File: config.mk
export PLATFORM = sky130hd
export DESIGN_NAME = batch_mul_pipe
export DESIGN_NICKNAME = d
export VERILOG_FILES = /design/src/rtl/batch_mul_pipe.sv
export SDC_FILE = /design/constraint.sdc
export NUM_CORES = 1
export LEC_CHECK = 0
export ABC_AREA = 1
export BUFFER_PORTS_ARGS = -buffer_cell sky130_fd_sc_hd__buf_2
export CAP_MARGIN = 40
export CORE_MARGIN = 4
export CORE_UTILIZATION = 60
export CTS_CLUSTER_DIAMETER = 40
export DETAILED_ROUTE_END_ITERATION = 12
export PLACE_DENSITY_LB_ADDON = 0.1
export SLEW_MARGIN = 20
export SYNTH_ARGS = -nofsm -noshare
export SYNTH_HDL_FRONTEND = slang
export SYNTH_SLANG_ARGS = --single-unit
File: constraint.sdc
create_clock -name ap_clk -period 5.7 [get_ports ap_clk]
set_clock_uncertainty 0.05 [all_clocks]
set_input_delay 1.425 -clock ap_clk [delete_from_list [all_inputs] [get_ports ap_clk]]
set_output_delay 1.425 -clock ap_clk [all_outputs]
set_load 0.05 [all_outputs]
File: src/rtl/batch_mul_pipe.sv
// Pipelined signed x unsigned multiplier with valid/ready backpressure and an
// optional burst multiply-accumulate in the final stage.
module batch_mul_pipe #(
  parameter int ID         = 1,
  parameter int NUM_STAGE  = 3,
  parameter int DIN0_WIDTH = 25,
  parameter int DIN1_WIDTH = 9,
  parameter int DOUT_WIDTH = 34,
  parameter int ACC_EN     = 0
) (
  input  logic                  ap_clk,
  input  logic                  ap_rst_n,
  input  logic                  in_valid,
  output logic                  in_ready,
  input  logic [DIN0_WIDTH-1:0] din0,
  input  logic [DIN1_WIDTH-1:0] din1,
  input  logic                  in_last,
  output logic                  out_valid,
  input  logic                  out_ready,
  output logic [DOUT_WIDTH-1:0] dout,
  output logic                  out_last
);

  localparam int PW = DIN0_WIDTH + DIN1_WIDTH;

  function automatic logic signed [PW-1:0] mul_full(input logic signed [DIN0_WIDTH-1:0] a,
                                                    input logic [DIN1_WIDTH-1:0] b);
    logic signed [PW-1:0] a_ext;
    logic signed [PW-1:0] b_ext;
    a_ext = PW'(a);
    b_ext = PW'($signed({1'b0, b}));
    return a_ext * b_ext;
  endfunction

  // Sign-extends or truncates (keeping LSBs) the full product to the output width.
  function automatic logic signed [DOUT_WIDTH-1:0] fit_out(input logic signed [PW-1:0] p);
    return DOUT_WIDTH'(p);
  endfunction

  logic                         ce;
  logic signed [DOUT_WIDTH-1:0] prod;
  logic                         feed_vld;
  logic                         feed_last;
  logic signed [DOUT_WIDTH-1:0] feed_dat;

  logic                         out_valid_q, out_valid_d;
  logic                         out_last_q,  out_last_d;
  logic signed [DOUT_WIDTH-1:0] dout_q,      dout_d;
  logic signed [DOUT_WIDTH-1:0] acc_q,       acc_d;

  assign ce       = !out_valid_q || out_ready;
  assign in_ready = ce;
  assign prod     = fit_out(mul_full($signed(din0), din1));

  generate
    if (NUM_STAGE > 1) begin : g_pre
      logic                         vld_q  [NUM_STAGE-1];
      logic                         last_q [NUM_STAGE-1];
      logic signed [DOUT_WIDTH-1:0] dat_q  [NUM_STAGE-1];

      always_ff @(posedge ap_clk or negedge ap_rst_n) begin
        if (!ap_rst_n) begin
          for (int i = 0; i < NUM_STAGE-1; i++) vld_q[i] <= 1'b0;
        end else if (ce) begin
          vld_q[0] <= in_valid;
          for (int i = 1; i < NUM_STAGE-1; i++) vld_q[i] <= vld_q[i-1];
        end
      end

      // Data only moves with a valid beat so inputs are never sampled unaccepted.
      always_ff @(posedge ap_clk) begin
        if (ce) begin
          if (in_valid) begin
            dat_q[0]  <= prod;
            last_q[0] <= in_last;
          end
          for (int i = 1; i < NUM_STAGE-1; i++) begin
            if (vld_q[i-1]) begin
              dat_q[i]  <= dat_q[i-1];
              last_q[i] <= last_q[i-1];
            end
          end
        end
      end

      assign feed_vld  = vld_q[NUM_STAGE-2];
      assign feed_last = last_q[NUM_STAGE-2];
      assign feed_dat  = dat_q[NUM_STAGE-2];
    end else begin : g_direct
      assign feed_vld  = in_valid;
      assign feed_last = in_last;
      assign feed_dat  = prod;
    end
  endgenerate

  // Final stage: plain output register, or accumulator that emits on last.
  always_comb begin
    out_valid_d = out_valid_q;
    out_last_d  = out_last_q;
    dout_d      = dout_q;
    acc_d       = acc_q;
    if (ce) begin
      if (ACC_EN == 0) begin
        out_valid_d = feed_vld;
        if (feed_vld) begin
          dout_d     = feed_dat;
          out_last_d = feed_last;
        end
      end else begin
        out_valid_d = feed_vld && feed_last;
        if (feed_vld) begin
          if (feed_last) begin
            dout_d     = acc_q + feed_dat;
            out_last_d = 1'b1;
            acc_d      = '0;
          end else begin
            acc_d = acc_q + feed_dat;
          end
        end
      end
    end
  end

  always_ff @(posedge ap_clk or negedge ap_rst_n) begin
    if (!ap_rst_n) begin
      out_valid_q <= 1'b0;
      out_last_q  <= 1'b0;
      dout_q      <= '0;
      acc_q       <= '0;
    end else begin
      out_valid_q <= out_valid_d;
      out_last_q  <= out_last_d;
      dout_q      <= dout_d;
      acc_q       <= acc_d;
    end
  end

  assign out_valid = out_valid_q;
  assign out_last  = out_last_q;
  assign dout      = dout_q;

endmodule
==> results.cfg <==
[clock_network]
clk-insertion-delay-late_ns = 0.33
clk_pin_slew_ns = 0.07
cts_root_buf = clkbuf_16
cts_tree = yes
numCtsBuffers = 9
cts.sinks = 108
clk_path_buf_depth = 2
cts_hold_buffers = 0
htree_num_levels = 3

[synth]
synth-seq-cells = 108
synth_largest_area_cell = fa_1
ys_async_sr_fraction_pct = 35.2
synth_seq_area_share_pct = 24.5
avgSynthCellArea_um2 = 8.33
yosys_warnings = 0
synth_cell_type_count = 35
yosysTopAreaCellShare_pct = 29.3
synthTopCellsByArea = fa_1, edfxtp_1, nand2_1
synth_nets = 1787
synthCells = 1494
ys.flop_type = edfxtp_1
syn-cell-area_um2 = 12400
synth_edf_count = 70

[setup_path]
regToRegStartpoint = out_valid$_DFFE_PN0N_
cp.required_ns = 5.74
endpoint_kind = flop
crit_start = din1[3]
crit_fanout = 5
setup.worst_path.class = in -> reg
reg2regPathDepth = 6
r2r_slack_ns = 4.10
arrival_ns = 5.64
crit_end = g_pre.dat_q[0][33]$_DFFE_PP_
critPathLaunchType = primary input
r2r-end = dout[32]$_DFFE_PN0P_

[grt]
grt_first_pass_wirelength_um = 45700
grt_pass1_vias = 9720
grt_max_degree = 36
grt_usage_pct = 23.8
busiest_layer = met2
grt_overflow = 0
met1_usage_pct = 33.7
antenna_found_initial = 0
global_route.usage.met2_pct = 40.2
grtUsageMet3_pct = 2.19

[status]
status = complete, no violations

[timing]
worstMarginPinSlew_ns = 0.524
setup_viol = 0
hold_viol_final = 0
max-slew-margin-rel_pct = 65.0
fin_crit_ns = 5.60
drv_slew = 0
grt_setup_unrepaired = true
hold-worst-slack_ns = 0.367
fmax_mhz = 179
finalCritPeriodShare_pct = 98.3

[route]
drc = 0
via_count = 9684
firstDrtPassIters = 5
postRouteAntennaNets = 0
wl_per_cell_um = 14.8
drt-total-wl_um = 28900
drtIter0Drc = 488
vias_per_cell = 4.97

[die]
fp.dieH_um = 152
design.die.area_um2 = 23100
die_x_um = 152
io_pins = 76
core_um2 = 20300
rows = 52
start_util_pct = 61.3

[layout]
drive_above_1_share_pct = 25.9
final_cell_area_um2 = 15400
area_delta_synth_final_pct = 23.6
insertedDiodeCount = 0
final_nets = 1966
multiInputGateArea_um2 = 8240
seq_area_um2 = 3050
fillCellCount = 1481

[placed_design]
hpwlAfterDp_um = 22200
port_buffers = 75
place_congestion = 0.878
placed_area_um2 = 14100

[hold_path]
hold_path.class = reg -> reg

[job]
cap_violations = 0
-- synthesized netlist by cell type, types with 3 or more instances --
| cell type | n |
|---|---|
| nor2_4 | 3 |
| ha_1 | 72 |
| mux2_2 | 35 |
| buf_4 | 3 |
| nand2_1 | 452 |
| o21ai_0 | 4 |
| nand3_1 | 32 |
| nor2_2 | 5 |
| inv_1 | 417 |
| edfxtp_1 | 70 |
| buf_1 | 3 |
| xor2_1 | 15 |
| nand2_2 | 16 |
| nor3_1 | 3 |
| a21oi_1 | 22 |
| dfrtp_1 | 38 |
| nand4_1 | 7 |
| o21bai_1 | 4 |
| nor2_1 | 40 |
| clkbuf_1 | 47 |
| fa_1 | 182 |
| inv_2 | 7 |
-- layout by cell type, fill, tap and decap left out, drive strengths merged --
| cell | n |
|---|---|
| nand2 | 469 |
| inv | 426 |
| buf | 212 |
| fa | 182 |
| ha | 72 |
| edfxtp | 70 |
| nor2 | 48 |
| dfrtp | 38 |
| mux2 | 35 |
| nand3 | 33 |
| a21oi | 23 |
| clkbuf | 21 |
| xor2 | 15 |
| nand4 | 7 |
| o21ai | 5 |
| o21bai | 4 |
| clkinv | 4 |
| nor3 | 4 |
| nand3b | 2 |
| and3 | 2 |
| and2 | 2 |
| or2 | 1 |
| xnor2 | 1 |
| nor4 | 1 |
| o21a | 1 |
-- area by class of cell --
type                            instances  area share, %
Clock buffer                           10           1.55
Clock inverter                          6          0.244
Inverter                              424           10.4
Multi-Input combinational cell        907           53.6
Sequential cell                       108           19.9
Tap cell                              270           2.20
Timing Repair Buffer                  223           12.2
-- worst max-delay path, stage by stage --
cell	delay, ns
buf_8	0.10
buf_12	0.11
nand2_2	0.05
fa_1	0.58
inv_4	0.06
fa_2	0.59
inv_2	0.05
fa_1	0.52
inv_2	0.04
fa_1	0.52
inv_2	0.05
fa_1	0.55
inv_2	0.05
ha_4	0.29
nand2_4	0.06
nor2_4	0.10
and3_4	0.19
and2_4	0.13
nand2_2	0.06
nand3_2	0.07
nand2_1	0.05
-- how the worst min path moves through the flow --
stage / startpoint / slack, ns / end / cells after the start
after floorplan: g_pre.dat_q[0][0]$_DFFE_PP_ / 0.35 / g_pre.dat_q[1][0]$_DFFE_PP_ / 0
after global placement: g_pre.dat_q[0][6]$_DFFE_PP_ / 0.35 / g_pre.dat_q[1][6]$_DFFE_PP_ / 0
after detailed placement: g_pre.dat_q[0][19]$_DFFE_PP_ / 0.35 / g_pre.dat_q[1][19]$_DFFE_PP_ / 0
after CTS: g_pre.dat_q[0][7]$_DFFE_PP_ / 0.37 / g_pre.dat_q[1][7]$_DFFE_PP_ / 0
after global routing: g_pre.dat_q[0][7]$_DFFE_PP_ / 0.37 / g_pre.dat_q[1][7]$_DFFE_PP_ / 0
final: g_pre.dat_q[0][7]$_DFFE_PP_ / 0.37 / g_pre.dat_q[1][7]$_DFFE_PP_ / 0
-- stage by stage --
stage / TNS, ns / std cells / setup WS [ns] / utilization [%]
3_5_place_dp: -7.14 / 1905 / -0.404 / 69.3
2_1_floorplan: -0.00636 / 1494 / -0.00636 / -
6_report: 0 / 1948 / 0.0984 / 75.8
3_3_place_gp: -5.63 / 1903 / -0.375 / 69.1
5_1_grt: -0.373 / 1948 / -0.114 / 75.8
4_1_cts: 0 / 1921 / 0.00147 / 70.8
-- flip-flops by register name, summed over array words and instances, names as in the netlist --
signal	count
out_last	1
dout	34
out_valid	1
g_pre.last_q	2
g_pre.vld_q	1
g_pre.dat_q	68
feed_vld	1
-- per-layer routing --
layer | vias up | part of all wire (%)
li1 | 4667 | -
met1 | 4655 | 43
met2 | 288 | 49
met3 | 74 | 4.9
met4 | 0 | 3.5
met5 | - | 0
-- cells by family (layout without fill, tap and decap cells) --
kind of cell | after synthesis | after routing | share of synthesized area (%)
xor+xnor | 16 | 16 | 1.13
simple gates | 569 | 569 | 18.6
buf+inv | 479 | 663 | 14.6
compound gates | 33 | 33 | 1.46
flops | 108 | 108 | 24.5
fa+ha+maj | 254 | 254 | 36.5
mux | 35 | 35 | 3.17
-- what timing repair did --
item	4_1_cts	5_1_grt
setup buffers	0	14
gates cloned	0	12
endpoints found under the setup margin	3	21
pin swaps	0	61
gates resized for setup	3	162
Power is left out: the tool's default activity adds up to more than one toggle a clock period on the data nets, which glitch-free logic cannot reach.
